<file path="src/rtl/shifter_pkg.sv">
// rtl/shifter_pkg.sv - shift mode encodings and bit-reverse helper shared by the shifter and ALU decoder
package shifter_pkg;

  localparam logic [1:0] MODE_SLL = 2'b00;
  localparam logic [1:0] MODE_SRL = 2'b01;
  localparam logic [1:0] MODE_SRA = 2'b10;
  localparam logic [1:0] MODE_ROR = 2'b11;

  // Widest datapath the reverse helper covers; narrower callers align into the top bits first.
  localparam int MAX_W = 64;

  function automatic logic [MAX_W-1:0] bit_reverse(input logic [MAX_W-1:0] d);
    logic [MAX_W-1:0] r;
    for (int i = 0; i < MAX_W; i++) begin
      r[i] = d[MAX_W-1-i];
    end
    return r;
  endfunction

endpackage

</file>
<file path="src/rtl/shift_stage.sv">
// rtl/shift_stage.sv - one log2 right-shift step with optional pipeline register
module shift_stage #(
  parameter int WIDTH = 32,
  parameter int DIST  = 1,
  parameter int REG   = 1,
  parameter int SHW   = 5,
  parameter int TAG_W = 5
) (
  input  logic             clk,
  input  logic             rst,
  input  logic             advance,
  input  logic             in_valid,
  input  logic [WIDTH-1:0] in_data,
  input  logic [SHW-1:0]   in_shamt,
  input  logic             in_fill,
  input  logic             in_rot,
  input  logic             in_rev,
  input  logic [TAG_W-1:0] in_tag,
  output logic             out_valid,
  output logic [WIDTH-1:0] out_data,
  output logic [SHW-1:0]   out_shamt,
  output logic             out_fill,
  output logic             out_rot,
  output logic             out_rev,
  output logic [TAG_W-1:0] out_tag
);

  localparam int BIT = $clog2(DIST);

  logic [WIDTH-1:0] shifted;

  // Shift right by DIST when this stage's amount bit is set, rotating or filling at the MSB end
  always_comb begin
    shifted = in_data;
    if (in_shamt[BIT]) begin
      if (in_rot) begin
        shifted = {in_data[DIST-1:0], in_data[WIDTH-1:DIST]};
      end else begin
        shifted = {{DIST{in_fill}}, in_data[WIDTH-1:DIST]};
      end
    end
  end

  if (REG != 0) begin : g_reg
    logic             valid_q, valid_d;
    logic [WIDTH-1:0] data_q, data_d;
    logic [SHW-1:0]   shamt_q, shamt_d;
    logic             fill_q, fill_d;
    logic             rot_q, rot_d;
    logic             rev_q, rev_d;
    logic [TAG_W-1:0] tag_q, tag_d;

    // Load from the predecessor on advance (bubbles included), otherwise hold everything
    always_comb begin
      valid_d = valid_q;
      data_d  = data_q;
      shamt_d = shamt_q;
      fill_d  = fill_q;
      rot_d   = rot_q;
      rev_d   = rev_q;
      tag_d   = tag_q;
      if (advance) begin
        valid_d = in_valid;
        data_d  = shifted;
        shamt_d = in_shamt;
        fill_d  = in_fill;
        rot_d   = in_rot;
        rev_d   = in_rev;
        tag_d   = in_tag;
      end
    end

    // Stage register; reset drops whatever is in flight
    always_ff @(posedge clk) begin
      if (rst) begin
        valid_q <= 1'b0;
        data_q  <= '0;
        shamt_q <= '0;
        fill_q  <= 1'b0;
        rot_q   <= 1'b0;
        rev_q   <= 1'b0;
        tag_q   <= '0;
      end else begin
        valid_q <= valid_d;
        data_q  <= data_d;
        shamt_q <= shamt_d;
        fill_q  <= fill_d;
        rot_q   <= rot_d;
        rev_q   <= rev_d;
        tag_q   <= tag_d;
      end
    end

    assign out_valid = valid_q;
    assign out_data  = data_q;
    assign out_shamt = shamt_q;
    assign out_fill  = fill_q;
    assign out_rot   = rot_q;
    assign out_rev   = rev_q;
    assign out_tag   = tag_q;
  end else begin : g_comb
    logic unused_ctl;
    assign unused_ctl = ^{clk, rst, advance};

    assign out_valid = in_valid;
    assign out_data  = shifted;
    assign out_shamt = in_shamt;
    assign out_fill  = in_fill;
    assign out_rot   = in_rot;
    assign out_rev   = in_rev;
    assign out_tag   = in_tag;
  end

endmodule

</file>
<file path="src/rtl/pipelined_barrel_shifter.sv">
// rtl/pipelined_barrel_shifter.sv - SLL/SRL/SRA/ROR barrel shifter with valid/ready and tag sideband
module pipelined_barrel_shifter
  import shifter_pkg::*;
#(
  parameter int WIDTH     = 32,
  parameter int PIPELINED = 1,
  parameter int TAG_W     = 5,
  localparam int SHW      = $clog2(WIDTH)
) (
  input  logic             clk,
  input  logic             rst,
  input  logic             in_valid,
  output logic             in_ready,
  input  logic [WIDTH-1:0] in_data,
  input  logic [SHW-1:0]   in_shamt,
  input  logic [1:0]       in_mode,
  input  logic [TAG_W-1:0] in_tag,
  output logic             out_valid,
  input  logic             out_ready,
  output logic [WIDTH-1:0] out_data,
  output logic [TAG_W-1:0] out_tag,
  output logic             out_zero
);

  function automatic logic [WIDTH-1:0] rev_w(input logic [WIDTH-1:0] d);
    logic [MAX_W-1:0] wide;
    wide = bit_reverse(MAX_W'(d) << (MAX_W - WIDTH));
    return wide[WIDTH-1:0];
  endfunction

  logic advance;

  // One global stall: everything moves only when the output slot is free or being drained
  assign advance  = !out_valid || out_ready;
  assign in_ready = advance;

  // SLL runs through the right-shift core on reversed data; SRA fill is the operand MSB at accept
  logic [WIDTH-1:0] entry_data;
  logic             entry_fill;
  logic             entry_rot;
  logic             entry_rev;
  assign entry_rev  = (in_mode == MODE_SLL);
  assign entry_rot  = (in_mode == MODE_ROR);
  assign entry_fill = (in_mode == MODE_SRA) && in_data[WIDTH-1];
  assign entry_data = entry_rev ? rev_w(in_data) : in_data;

  // Stage SHW-1 (largest step) is fed from the input; stage 0 holds the output register
  for (genvar k = 0; k < SHW; k++) begin : g_stage
    logic             i_v, o_v;
    logic [WIDTH-1:0] i_d, o_d;
    logic [SHW-1:0]   i_s, o_s;
    logic             i_f, o_f;
    logic             i_r, o_r;
    logic             i_rv, o_rv;
    logic [TAG_W-1:0] i_t, o_t;

    if (k == SHW-1) begin : g_head
      assign i_v  = in_valid;
      assign i_d  = entry_data;
      assign i_s  = in_shamt;
      assign i_f  = entry_fill;
      assign i_r  = entry_rot;
      assign i_rv = entry_rev;
      assign i_t  = in_tag;
    end else begin : g_link
      assign i_v  = g_stage[k+1].o_v;
      assign i_d  = g_stage[k+1].o_d;
      assign i_s  = g_stage[k+1].o_s;
      assign i_f  = g_stage[k+1].o_f;
      assign i_r  = g_stage[k+1].o_r;
      assign i_rv = g_stage[k+1].o_rv;
      assign i_t  = g_stage[k+1].o_t;
    end

    shift_stage #(
      .WIDTH (WIDTH),
      .DIST  (1 << k),
      .REG   (((PIPELINED != 0) || (k == 0)) ? 1 : 0),
      .SHW   (SHW),
      .TAG_W (TAG_W)
    ) u_stage (
      .clk       (clk),
      .rst       (rst),
      .advance   (advance),
      .in_valid  (i_v),
      .in_data   (i_d),
      .in_shamt  (i_s),
      .in_fill   (i_f),
      .in_rot    (i_r),
      .in_rev    (i_rv),
      .in_tag    (i_t),
      .out_valid (o_v),
      .out_data  (o_d),
      .out_shamt (o_s),
      .out_fill  (o_f),
      .out_rot   (o_r),
      .out_rev   (o_rv),
      .out_tag   (o_t)
    );
  end

  logic unused_tail;
  assign unused_tail = ^{g_stage[0].o_s, g_stage[0].o_f, g_stage[0].o_r};

  // Undo the SLL reversal on exit; zero flag follows the registered result
  assign out_valid = g_stage[0].o_v;
  assign out_data  = g_stage[0].o_rv ? rev_w(g_stage[0].o_d) : g_stage[0].o_d;
  assign out_tag   = g_stage[0].o_t;
  assign out_zero  = (out_data == '0);

endmodule

</file>
<file path="config.mk">
export PLATFORM = sky130hd
export DESIGN_NAME = pipelined_barrel_shifter
export DESIGN_NICKNAME = d
export VERILOG_FILES = /design/src/rtl/shifter_pkg.sv /design/src/rtl/shift_stage.sv /design/src/rtl/pipelined_barrel_shifter.sv
export SDC_FILE = /design/constraint.sdc
export NUM_CORES = 1
export LEC_CHECK = 0
export ABC_CLOCK_PERIOD_IN_PS = 3000
export BUFFER_PORTS_ARGS = -buffer_cell sky130_fd_sc_hd__buf_2
export CORE_ASPECT_RATIO = 0.6
export CORE_UTILIZATION = 64
export DETAILED_ROUTE_END_ITERATION = 12
export GPL_ROUTABILITY_DRIVEN = 0
export PLACE_DENSITY_LB_ADDON = 0.12
export RECOVER_POWER = 25
export SYNTH_ARGS = -nofsm -noshare
export SYNTH_HDL_FRONTEND = slang
export SYNTH_SLANG_ARGS = --single-unit
export TNS_END_PERCENT = 100
</file>
<file path="constraint.sdc">
create_clock -name clk -period 3 [get_ports clk]
set_clock_uncertainty 0.2 [all_clocks]
set_input_delay 0.6 -clock clk [delete_from_list [all_inputs] [get_ports clk]]
set_output_delay 0.6 -clock clk [all_outputs]
set_load 0.03 [all_outputs]
</file>
After elaboration in Yosys (flattened, before gate mapping). Cells that the tools add are included.

Equality and inequality tests: 2. Mux-type cells: 12. Reductions and logical operators: 5.

Operators with widths (number): $mux 32 (12); $logic_not 32->1 (1); $eq 2x2->1 const B (2); $logic_not 2->1 (1); $logic_and 1x1->1 (1); $logic_not 1->1 (1); $logic_or 1x1->1 (1).

Flip-flop bits (word level): 213. Input port bits: 48. Output and inout bits: 40. Word-level logic and storage cells: 51.

Logic depth before layout (Yosys ltp). Gate-level depths: netlist (run 1).

Word-level depth: 4. Mapped depth: 7. Depth with buffers taken out: 5.

Modules after synthesis. A second synthesis (run 1) with hierarchy kept.

Cells, all modules: 1094. Area, all modules: 10974.3 µm².

Modules (own cells, without submodules): shift_stage at g_stage[3].u_stage (instances 1, cells an instance 206, area an instance 2069.5 µm², sequential area each 920.9 µm²); shift_stage at g_stage[2].u_stage (instances 1, cells an instance 195, area an instance 2068.2 µm², sequential area each 920.9 µm²); shift_stage at g_stage[4].u_stage (instances 1, cells an instance 211, area an instance 1991.9 µm², sequential area each 920.9 µm²); shift_stage at g_stage[0].u_stage (instances 1, cells an instance 190, area an instance 1961.9 µm², sequential area each 920.9 µm²); shift_stage at g_stage[1].u_stage (instances 1, cells an instance 192, area an instance 1950.6 µm², sequential area each 920.9 µm²); pipelined_barrel_shifter (instances 1, cells an instance 100, area an instance 932.1 µm², sequential area each 0.0 µm²).

Worst setup path after synthesis (run 1). OpenSTA, ideal clock, no wires.

Path kind: register to output. From: reg g_stage[0].u_stage.g_reg.data_q[14]. To: out out_zero. Data arrival time: 1.759 ns. Data required time: 2.200 ns. Setup slack: 0.441 ns. Cell stages (with the launch flop): 5. Path buffers: 0. Cell sequence: dfxtp_1 > or4_4 > nor3_2 > o2111ai_1 > nor4b_2.

Longest elaborated chain between the ends: 2.

Ends and longest elaborated chain: from (decl) (RTL line shift_stage.sv:46) `logic [WIDTH-1:0] data_q, data_d;`; from (signal assigned) (RTL line shift_stage.sv:85) `data_q <= data_d;`; $mux 32 (RTL line pipelined_barrel_shifter.sv:107) `assign out_data = g_stage[0].o_rv ? rev_w(g_stage[0].o_d) : g_stage[0].o_d;`; $logic_not 32->1 (RTL line pipelined_barrel_shifter.sv:109) `assign out_zero = (out_data == '0);`; to (decl) (RTL line pipelined_barrel_shifter.sv:22) `output logic out_zero`.

Every way passes these cells.

Final worst setup path (run 1). Ends and elaborated chain as after synthesis.

==> impl_metrics.env, run 1 <==
export IMPL_synth_compound_gate_area_share=0.178
export IMPL_vias=7942
export IMPL_clkSinkCount=213
export IMPL_drt_pass1_iterations=5
export IMPL_violations="capacitance limit, slew limit"
export IMPL_grt_max_degree=170
export IMPL_rows=34
export IMPL_crit_type="reg -> out"
export IMPL_rsz0062_at_grt="yes"
export IMPL_crit_arrival_ns=2.18
export IMPL_p_leak_nw=4.14
export IMPL_clock_root_buffer="clkbuf_16"
export IMPL_final_min_clock_period_ns=2.98
export IMPL_syn_area_um2=9780
export IMPL_critPathLaunchType="register"
export IMPL_yosysSeqAreaShare=0.436
export IMPL_yosysWarningCount=0
export IMPL_clk_latency_ns=0.48
export IMPL_syn_nets=1143
export IMPL_setup_ws_ns=0.0189
export IMPL_die_w_um=162
export IMPL_drt_iter0_drc=663
export IMPL_slew_violations=153
export IMPL_die_area_um2=15800
export IMPL_cts_buffer_depth=3
export IMPL_area_delta_synth_final_pct=10.4
export IMPL_start_util=0.664
export IMPL_ios=88
export IMPL_finalHoldViolations=0
export IMPL_synth_top_family_by_area="multiplexers"
export IMPL_diodes=0
export IMPL_setup_viol=0
export IMPL_synthXorXnorAreaFrac=0
export IMPL_worstMarginPinSlew_ns=1.69
export IMPL_grt_util_all_layers=0.280
export IMPL_synthAdderAreaFrac=0
export IMPL_ys_ff_latch=213
export IMPL_final_common_cell="dfxtp_1"
export IMPL_max_slew_margin=-0.129
export IMPL_vias_per_cell=6.01
export IMPL_postSynth_asyncResetShare=0
export IMPL_path_clk_slew_ns=0.06
export IMPL_grt_first_pass_wirelength_um=36400
export IMPL_synth_edf_count=0
export IMPL_port_buffers=87
export IMPL_vdd_drop_max_v=0.000294
export IMPL_final_util=0.734
export IMPL_synthDistinctLibCells=36
export IMPL_crit_required_ns=2.20
export IMPL_synthMuxAreaShare=0.195
export IMPL_avgSynthCellArea_um2=8.93
export IMPL_grt_overflow_total=0
export IMPL_place_ws_ns=0.448
export IMPL_antenna_found_initial=0
export IMPL_cts_tree="yes"
export IMPL_cts_hold_buf=0
export IMPL_synthCells=1095
export IMPL_drive_gt1_frac=0.164
export IMPL_cts_buffers_inserted=19
export IMPL_grt_pass1_vias=7203
export IMPL_synth_flop_cell="dfxtp_1"
export IMPL_hold_path_class="in -> reg"
export IMPL_maxCapViolCount=1
export IMPL_die_height_um=97.8
export IMPL_ant_nets=0
export IMPL_fmax_mhz=335
export IMPL_htree_num_levels=1
export IMPL_post_drt_wl_per_cell_um=16.5
export IMPL_mostFrequentLayoutCells="209 x dfxtp_1, 160 x nand2_1, 150 x nor2_1"
export IMPL_period_share=0.994
export IMPL_routed_wl_um=21900
export IMPL_drc=0
export IMPL_synth_simple_gate_area_frac=0.144
export IMPL_core_area_um2=14700
export IMPL_power_per_cell_area_nw_per_um2=568
export IMPL_cp_end_kind="output port"
export IMPL_detailed_place_hpwl_um=14200
export IMPL_crit_fanout=4
export IMPL_status="complete, but fails checks"
export IMPL_nets=1161
[cell families (layout without fill, tap and decap cells)]
kind of cell | Yosys count | count (layout)
AOI/OAI and AO/OA | 263 | 263
buffers and inverters | 106 | 135
DFF | 213 | 213
muxes | 167 | 167
and+or+nand+nor | 346 | 346
[power by group]
group / internal [mW] / switching, mW
registers: 2.96 / 0.140
clock network: 1.48 / 1.02
logic: 0.249 / 0.294
[worst paths after layout]
| check | end | startpoint | cells after the start | slack [ns] |
|---|---|---|---|---|
| worst max-delay path | out_zero | g_stage[0].u_stage.out_data[14] | 5 | 0.02 |
| worst min-delay path | g_stage[4].u_stage.out_tag[4] | in_tag[4] | 3 | 0.16 |
| worst max register to register | g_stage[3].u_stage.out_data[20] | g_stage[0].u_stage.out_valid | 5 | 0.98 |
| worst min register to register | g_stage[0].u_stage.out_tag[4] | g_stage[0].u_stage.out_tag[4] | 2 | 0.25 |
[cell usage after synthesis, types with 2 or more instances]
cell type / number / area share
nand2b_1: 2 / 0.0013
buf_1: 6 / 0.0023
nor2_1: 151 / 0.058
mux2i_1: 120 / 0.12
dfxtp_1: 213 / 0.44
mux4_2: 16 / 0.037
nor2b_1: 16 / 0.010
a211oi_1: 135 / 0.10
nor4_1: 3 / 0.0019
clkbuf_1: 63 / 0.024
nor3_1: 4 / 0.0020
mux2_2: 31 / 0.036
a311oi_1: 9 / 0.0081
o21ai_0: 2 / 0.0010
a21oi_1: 98 / 0.050
buf_2: 29 / 0.015
inv_1: 2 / 0.00077
o31ai_1: 15 / 0.012
nand2_1: 160 / 0.061
a22oi_1: 2 / 0.0015
buf_4: 3 / 0.0023
[worst max-delay path: stages, from the launching register on]
cell	delay [ns]
dfxtp_1	0.33
or4_4	0.55
nor3_4	0.18
o2111ai_1	0.16
nor4b_2	0.26
buf_4	0.21
[layout make-up]
type | instances | area [um^2]
inverters | 3 | 18.8
clock buffers | 25 | 518
fillers | 1154 | 3920
clock inverters | 7 | 114
multi-input cells | 776 | 5070
repair buffers | 100 | 557
well taps | 198 | 248
flip-flops and latches | 213 | 4270
[metrics by stage]
step                setup TNS (ns)  power (mW)  instance area, um^2  hold slack [ns]  cells
floorplan                        0        3.52                 9780            0.231   1095
global placement                 0        3.68                10200            0.236   1290
detailed placement               0        3.70                10200            0.244   1290
CTS                              0        6.17                10800            0.144   1322
global route                 -1.08        6.38                10800            0.150   1322
finish                           0        6.14                10800            0.158   1322
[routing by layer]
metal | wire [um] | track usage | up-vias
met1 | 11100 | 0.438 | 3751
met5 | 0 | 0 | -
li1 | - | - | 3954
met3 | 1050 | 0.0378 | 30
met4 | 307 | 0.0617 | 0
met2 | 9430 | 0.406 | 207
[registers in the layout (all words and copies together), names as in the netlist]
signal	flops
g_stage.u_stage.out_tag	25
g_stage.u_stage.out_fill	4
g_stage.u_stage.out_data	160
g_stage.u_stage.out_rev	5
g_stage.u_stage.out_valid	5
g_stage.u_stage.out_shamt	10
g_stage.u_stage.out_rot	4
[repair_timing]
action,CTS,global route
pin swaps,1,0
resized for setup,2,0
buffers inserted,0,0
setup endpoints to repair,1,1
(Power assumes the default switching activity.)
==> inputs of run 2 (changes only) <==
ABC_CLOCK_PERIOD_IN_PS = 3500   (was 3000)
CORE_MARGIN = 2   (was unset)
clock period = 3.5 ns   (was 3 ns; I/O delays follow)
==> run 2 against run 1 <==
Compared with the run above:
- core utilization fell by 0.22 points
- die area rose by 3.3%
- register-to-register slack got worse by 0.46 ns
- final cell count fell by 0.15%
- setup slack improved by 0.27 ns
- power fell by 14%
- first-iteration DRC count rose by 5.3%
- clock-buffer cell count rose by 2
- global-route usage fell by 1.2 points
- via count fell by 1.5%
- hold slack improved by 0.090 ns
- the flow still finishes with violations (capacitance limit, slew limit)
- combinational power fell by 16%
==> impl_metrics.env, run 2 (same netlist as run 1, synthesis figures left out) <==
export IMPL_worst_path_buf_inv=1
export IMPL_finalHoldViolations=0
export IMPL_start_util=0.664
export IMPL_use_met2=0.383
export IMPL_r2r_end="g_stage[3].u_stage.out_data[29]"
export IMPL_grt_pass1_vias=7007
export IMPL_cts_buffers_inserted=20
export IMPL_crit_required_ns=2.60
export IMPL_path_clk_slew_ns=0.07
export IMPL_crit_fanout=4
export IMPL_ios=88
export IMPL_setup_viol=0
export IMPL_die_w_um=164
export IMPL_p_total_mw=5.30
export IMPL_routed_wl_um=21600
export IMPL_core_area_um2=14700
export IMPL_fin_area_um2=10800
export IMPL_vias_per_cell=5.92
export IMPL_cts_hold_buf=0
export IMPL_power_per_cell_area_nw_per_um2=492
export IMPL_grt_overflow_total=0
export IMPL_grt_first_pass_wirelength_um=35800
export IMPL_final_util=0.731
export IMPL_post_cts_setup_buffers=0
export IMPL_drc=0
export IMPL_rr_worst_depth=5
export IMPL_maxCapViolCount=5
export IMPL_met1_usage=0.430
export IMPL_cpPeakStageDelay_ns=0.55
export IMPL_drt_iter0_drc=698
export IMPL_vias=7820
export IMPL_r2r_start="g_stage[0].u_stage.out_valid"
export IMPL_final_min_clock_period_ns=3.21
export IMPL_ant_nets=0
export IMPL_cp_end_kind="output port"
export IMPL_crit_arrival_ns=2.31
export IMPL_hold_path_depth=3
export IMPL_instances_no_fill=1320
export IMPL_die_height_um=99.8
export IMPL_fillers=1140
export IMPL_grt_busiest_layer="met1"
export IMPL_drive_gt1_frac=0.152
export IMPL_use_met3=0.0396
export IMPL_nets=1158
export IMPL_antenna_found_initial=0
export IMPL_worstMarginPinSlew_ns=1.93
export IMPL_cp_cell_sequence="or4_4, nor3_2, o2111ai_1, nor4b_2, buf_2"
export IMPL_area_delta_synth_final_pct=10.1
export IMPL_slowest_stage="or4_4"
export IMPL_p_leak_nw=4.09
export IMPL_largest_reg_flops=160
export IMPL_max_slew_margin=-0.284
export IMPL_clkSinkCount=213
export IMPL_dp_cells=1286
export IMPL_regToRegSetupSlack_ns=0.52
export IMPL_cts_buffer_depth=3
export IMPL_rsz0062_at_grt="no"
export IMPL_place_area_um2=10100
export IMPL_cts_tree="yes"
export IMPL_crit_type="reg -> out"
export IMPL_diodes=0
export IMPL_mostFrequentLayoutCells="213 x dfxtp_1, 160 x nand2_1, 150 x nor2_1"
export IMPL_vdd_drop_max_v=0.000331
export IMPL_clk_latency_ns=0.49
export IMPL_fmax_mhz=311
export IMPL_grt_util_all_layers=0.268
export IMPL_clock_root_buffer="clkbuf_16"
export IMPL_htree_num_levels=1
export IMPL_die_area_um2=16300
export IMPL_rows=34
export IMPL_tns_ns=0
export IMPL_cp_top_family="simple AND/OR/NAND/NOR gates"
export IMPL_detailed_place_hpwl_um=14100
export IMPL_hold_path_class="in -> reg"
export IMPL_drt_pass1_iterations=5
export IMPL_grt_max_degree=164
export IMPL_cts_resized=0
export IMPL_critPathLaunchType="register"
export IMPL_post_drt_wl_per_cell_um=16.4
export IMPL_period_share=0.918
export IMPL_final_common_cell="dfxtp_1"
export IMPL_slew_violations=252
export IMPL_port_buffers=87
export IMPL_status="complete, but fails checks"
export IMPL_violations="capacitance limit, slew limit"
export IMPL_min_from="in_tag[4]"
export IMPL_holdPathEnd="g_stage[4].u_stage.out_tag[4]"
[run 2: cell types whose count changed in the layout (fill, tap and decap cells not counted), moves of 2 or more]
cell / change
clkinvlp_4: +2
dfxtp_1: +4
buf_4: -6
buf_2: -5
clkbuf_16: +2
dfxtp_2: -4
clkbuf_1: +7
[run 2: area by class of cell]
cell class	count	area [um^2]	share of cell area
inverter	3	18.8	0.00174
timing repair buffer	96	517	0.0480
tap	198	248	0.0230
multi-input combinational	776	5060	0.470
clock inverter	7	90.1	0.00837
clock buffer	27	568	0.0528
sequential	213	4260	0.396
[run 2: report_power, final]
group | total (mW) | internal, mW | switching (mW)
clock | 2.18 | 1.29 | 0.892
sequential | 2.66 | 2.54 | 0.125
combinational | 0.455 | 0.213 | 0.242
[run 2: worst min-delay path: cells and delay by family]
family / cells / cell delay [ns]
and+or+nand+nor: 1 / 0.04
buffers and inverters: 1 / 0.09
AOI/OAI and AO/OA: 1 / 0.05
[run 2: stage by stage]
step,worst slack (ns),hold slack (ns)
finish,0.288,0.247
global placement,0.851,0.235
detailed placement,0.835,0.245
global route,0.181,0.250
CTS,0.316,0.238
floorplan,0.841,0.231
[run 2: metal layers]
| metal | share of wire | up-vias |
|---|---|---|
| li1 | - | 3943 |
| met1 | 0.51 | 3666 |
| met2 | 0.42 | 192 |
| met3 | 0.056 | 19 |
| met4 | 0.011 | 0 |
| met5 | 0 | - |
[run 2: how the worst max path moves through the flow]
stage / depth (start not counted) / slack (ns) / from / endpoint
2_1_floorplan: 4 / 0.84 / g_stage[0].u_stage.out_data[14] / out_zero
3_3_place_gp: 5 / 0.85 / g_stage[0].u_stage.out_data[14] / out_zero
3_5_place_dp: 5 / 0.84 / g_stage[0].u_stage.out_data[14] / out_zero
4_1_cts: 5 / 0.32 / g_stage[0].u_stage.out_data[14] / out_zero
5_1_grt: 5 / 0.18 / g_stage[0].u_stage.out_valid / g_stage[3].u_stage.out_data[29]
6_report: 5 / 0.29 / g_stage[0].u_stage.out_data[14] / out_zero
==> inputs of run 3 (changes only) <==
CORE_ASPECT_RATIO = 1.5   (was 0.6)
==> run 3 against run 2 <==
Compared with the run above:
- highest routed layer unchanged
- largest cell class unchanged
- core utilization fell by 1.3 points
- clock power is essentially flat
- the run still ends with capacitance limit, slew limit left
- maximum frequency rose by 2.6%
- combinational power is 2% lower
- critical path type unchanged
- global-route usage fell by 2.2 points
- die area barely moved
==> impl_metrics.env, run 3 (same netlist as run 1, synthesis figures left out) <==
export IMPL_tns_ns=0
export IMPL_setup_ws_ns=0.370
export IMPL_routed_wl_um=20200
export IMPL_core_area_um2=15000
export IMPL_cts_hold_buf=0
export IMPL_drc=0
export IMPL_die_height_um=155
export IMPL_grt_max_degree=160
export IMPL_final_min_clock_period_ns=3.13
export IMPL_max_slew_margin=-0.306
export IMPL_period_share=0.894
export IMPL_htree_num_levels=1
export IMPL_drt_iter0_drc=361
export IMPL_violations="capacitance limit, slew limit"
export IMPL_ant_nets=0
export IMPL_vias=7514
export IMPL_path_clk_slew_ns=0.06
export IMPL_cts_resized=0
export IMPL_crit_arrival_ns=2.23
export IMPL_grt_util_all_layers=0.246
export IMPL_cp_top_family="simple AND/OR/NAND/NOR gates"
export IMPL_cp_cell_sequence="or4_4, nor3_2, o2111ai_1, nor4b_2, buf_2"
export IMPL_vdd_drop_max_v=0.000440
export IMPL_clkSinkCount=213
export IMPL_grt_pass1_vias=7040
export IMPL_status="complete, but fails checks"
export IMPL_mostFrequentLayoutCells="210 x dfxtp_1, 160 x nand2_1, 150 x nor2_1"
export IMPL_place_ws_ns=0.834
export IMPL_largest_reg_flops=160
export IMPL_place_area_um2=10100
export IMPL_detailed_place_hpwl_um=13400
export IMPL_finalHoldViolations=0
export IMPL_worstMarginPinSlew_ns=1.96
export IMPL_maxCapViolCount=3
export IMPL_slew_violations=264
export IMPL_cts_buffers_inserted=20
export IMPL_crit_required_ns=2.60
export IMPL_ios=88
export IMPL_vias_per_cell=5.68
export IMPL_cts_tree="yes"
export IMPL_p_leak_nw=4.11
export IMPL_fin_area_um2=10800
export IMPL_post_cts_setup_buffers=0
export IMPL_grt_overflow_total=0
export IMPL_fmax_mhz=319
export IMPL_crit_type="reg -> out"
export IMPL_rows=55
export IMPL_slowest_stage="or4_4"
export IMPL_area_delta_synth_final_pct=10.2
export IMPL_cp_end_kind="output port"
export IMPL_grt_first_pass_wirelength_um=33700
export IMPL_drt_pass1_iterations=5
export IMPL_die_w_um=105
export IMPL_antenna_found_initial=0
export IMPL_crit_fanout=4
export IMPL_worst_path_buf_inv=1
export IMPL_post_drt_wl_per_cell_um=15.3
export IMPL_clk_latency_ns=0.49
export IMPL_power_per_cell_area_nw_per_um2=487
export IMPL_drive_gt1_frac=0.157
export IMPL_diodes=0
export IMPL_start_util=0.652
export IMPL_port_buffers=87
export IMPL_critPathLaunchType="register"
export IMPL_die_area_um2=16300
export IMPL_nets=1159
export IMPL_cts_buffer_depth=3
export IMPL_rsz0062_at_grt="no"
export IMPL_cpPeakStageDelay_ns=0.54
export IMPL_final_common_cell="dfxtp_1"
export IMPL_hold_path_class="reg -> reg"
export IMPL_fillers=1284
export IMPL_clock_root_buffer="clkbuf_16"
export IMPL_setup_viol=0
-- run 3: final cells by class --
cell class                      count  area [um^2]  share of cell area
Tap cell                          199          249              0.0231
Timing Repair Buffer               97          518              0.0481
Multi-Input combinational cell    776         5070               0.470
Sequential cell                   213         4270               0.396
Clock buffer                       33          621              0.0576
Clock inverter                      2         35.0             0.00325
Inverter                            3         18.8             0.00174
-- run 3: final timing paths --
kind | from | endpoint | slack [ns] | cells after the start
max | g_stage[0].u_stage.out_data[14] | out_zero | 0.37 | 5
min | g_stage[0].u_stage.out_tag[4] | g_stage[0].u_stage.out_tag[4] | 0.25 | 2
max reg2reg | g_stage[0].u_stage.out_valid | g_stage[2].u_stage.out_data[3] | 0.56 | 5
min reg2reg | g_stage[0].u_stage.out_tag[4] | g_stage[0].u_stage.out_tag[4] | 0.25 | 2
-- run 3: routing by layer --
metal | global-route usage | routed length, um | up-vias
li1 | - | - | 3948
met1 | 0.297 | 8780 | 3414
met2 | 0.454 | 10400 | 122
met3 | 0.0302 | 658 | 30
met4 | 0.0737 | 398 | 0
met5 | 0 | 0 | -
-- run 3: tightest hold or removal path: cells and delay by family (launching register included) --
family | cells | cell delay [ns]
AOI/OAI and AO/OA | 1 | 0.05
DFF | 1 | 0.31
and+or+nand+nor | 1 | 0.05
-- run 3: through the flow --
step	utilization	std cells	hold slack, ns	power [mW]
6_report	0.718	1323	0.247	5.25
5_1_grt	0.718	1323	0.247	5.46
4_1_cts	0.720	1323	0.240	5.29
3_5_place_dp	0.676	1288	0.242	3.15
3_3_place_gp	0.676	1288	0.234	3.14
2_1_floorplan	-	1095	0.231	3.02
-- run 3: power by group --
group | total (mW) | switching [mW] | internal [mW] | leakage (nW)
combinational | 0.445 | 0.234 | 0.211 | 2.04
clock | 2.15 | 0.869 | 1.28 | 0.321
sequential | 2.66 | 0.118 | 2.54 | 1.74
total | 5.25 | 1.22 | 4.03 | 4.11
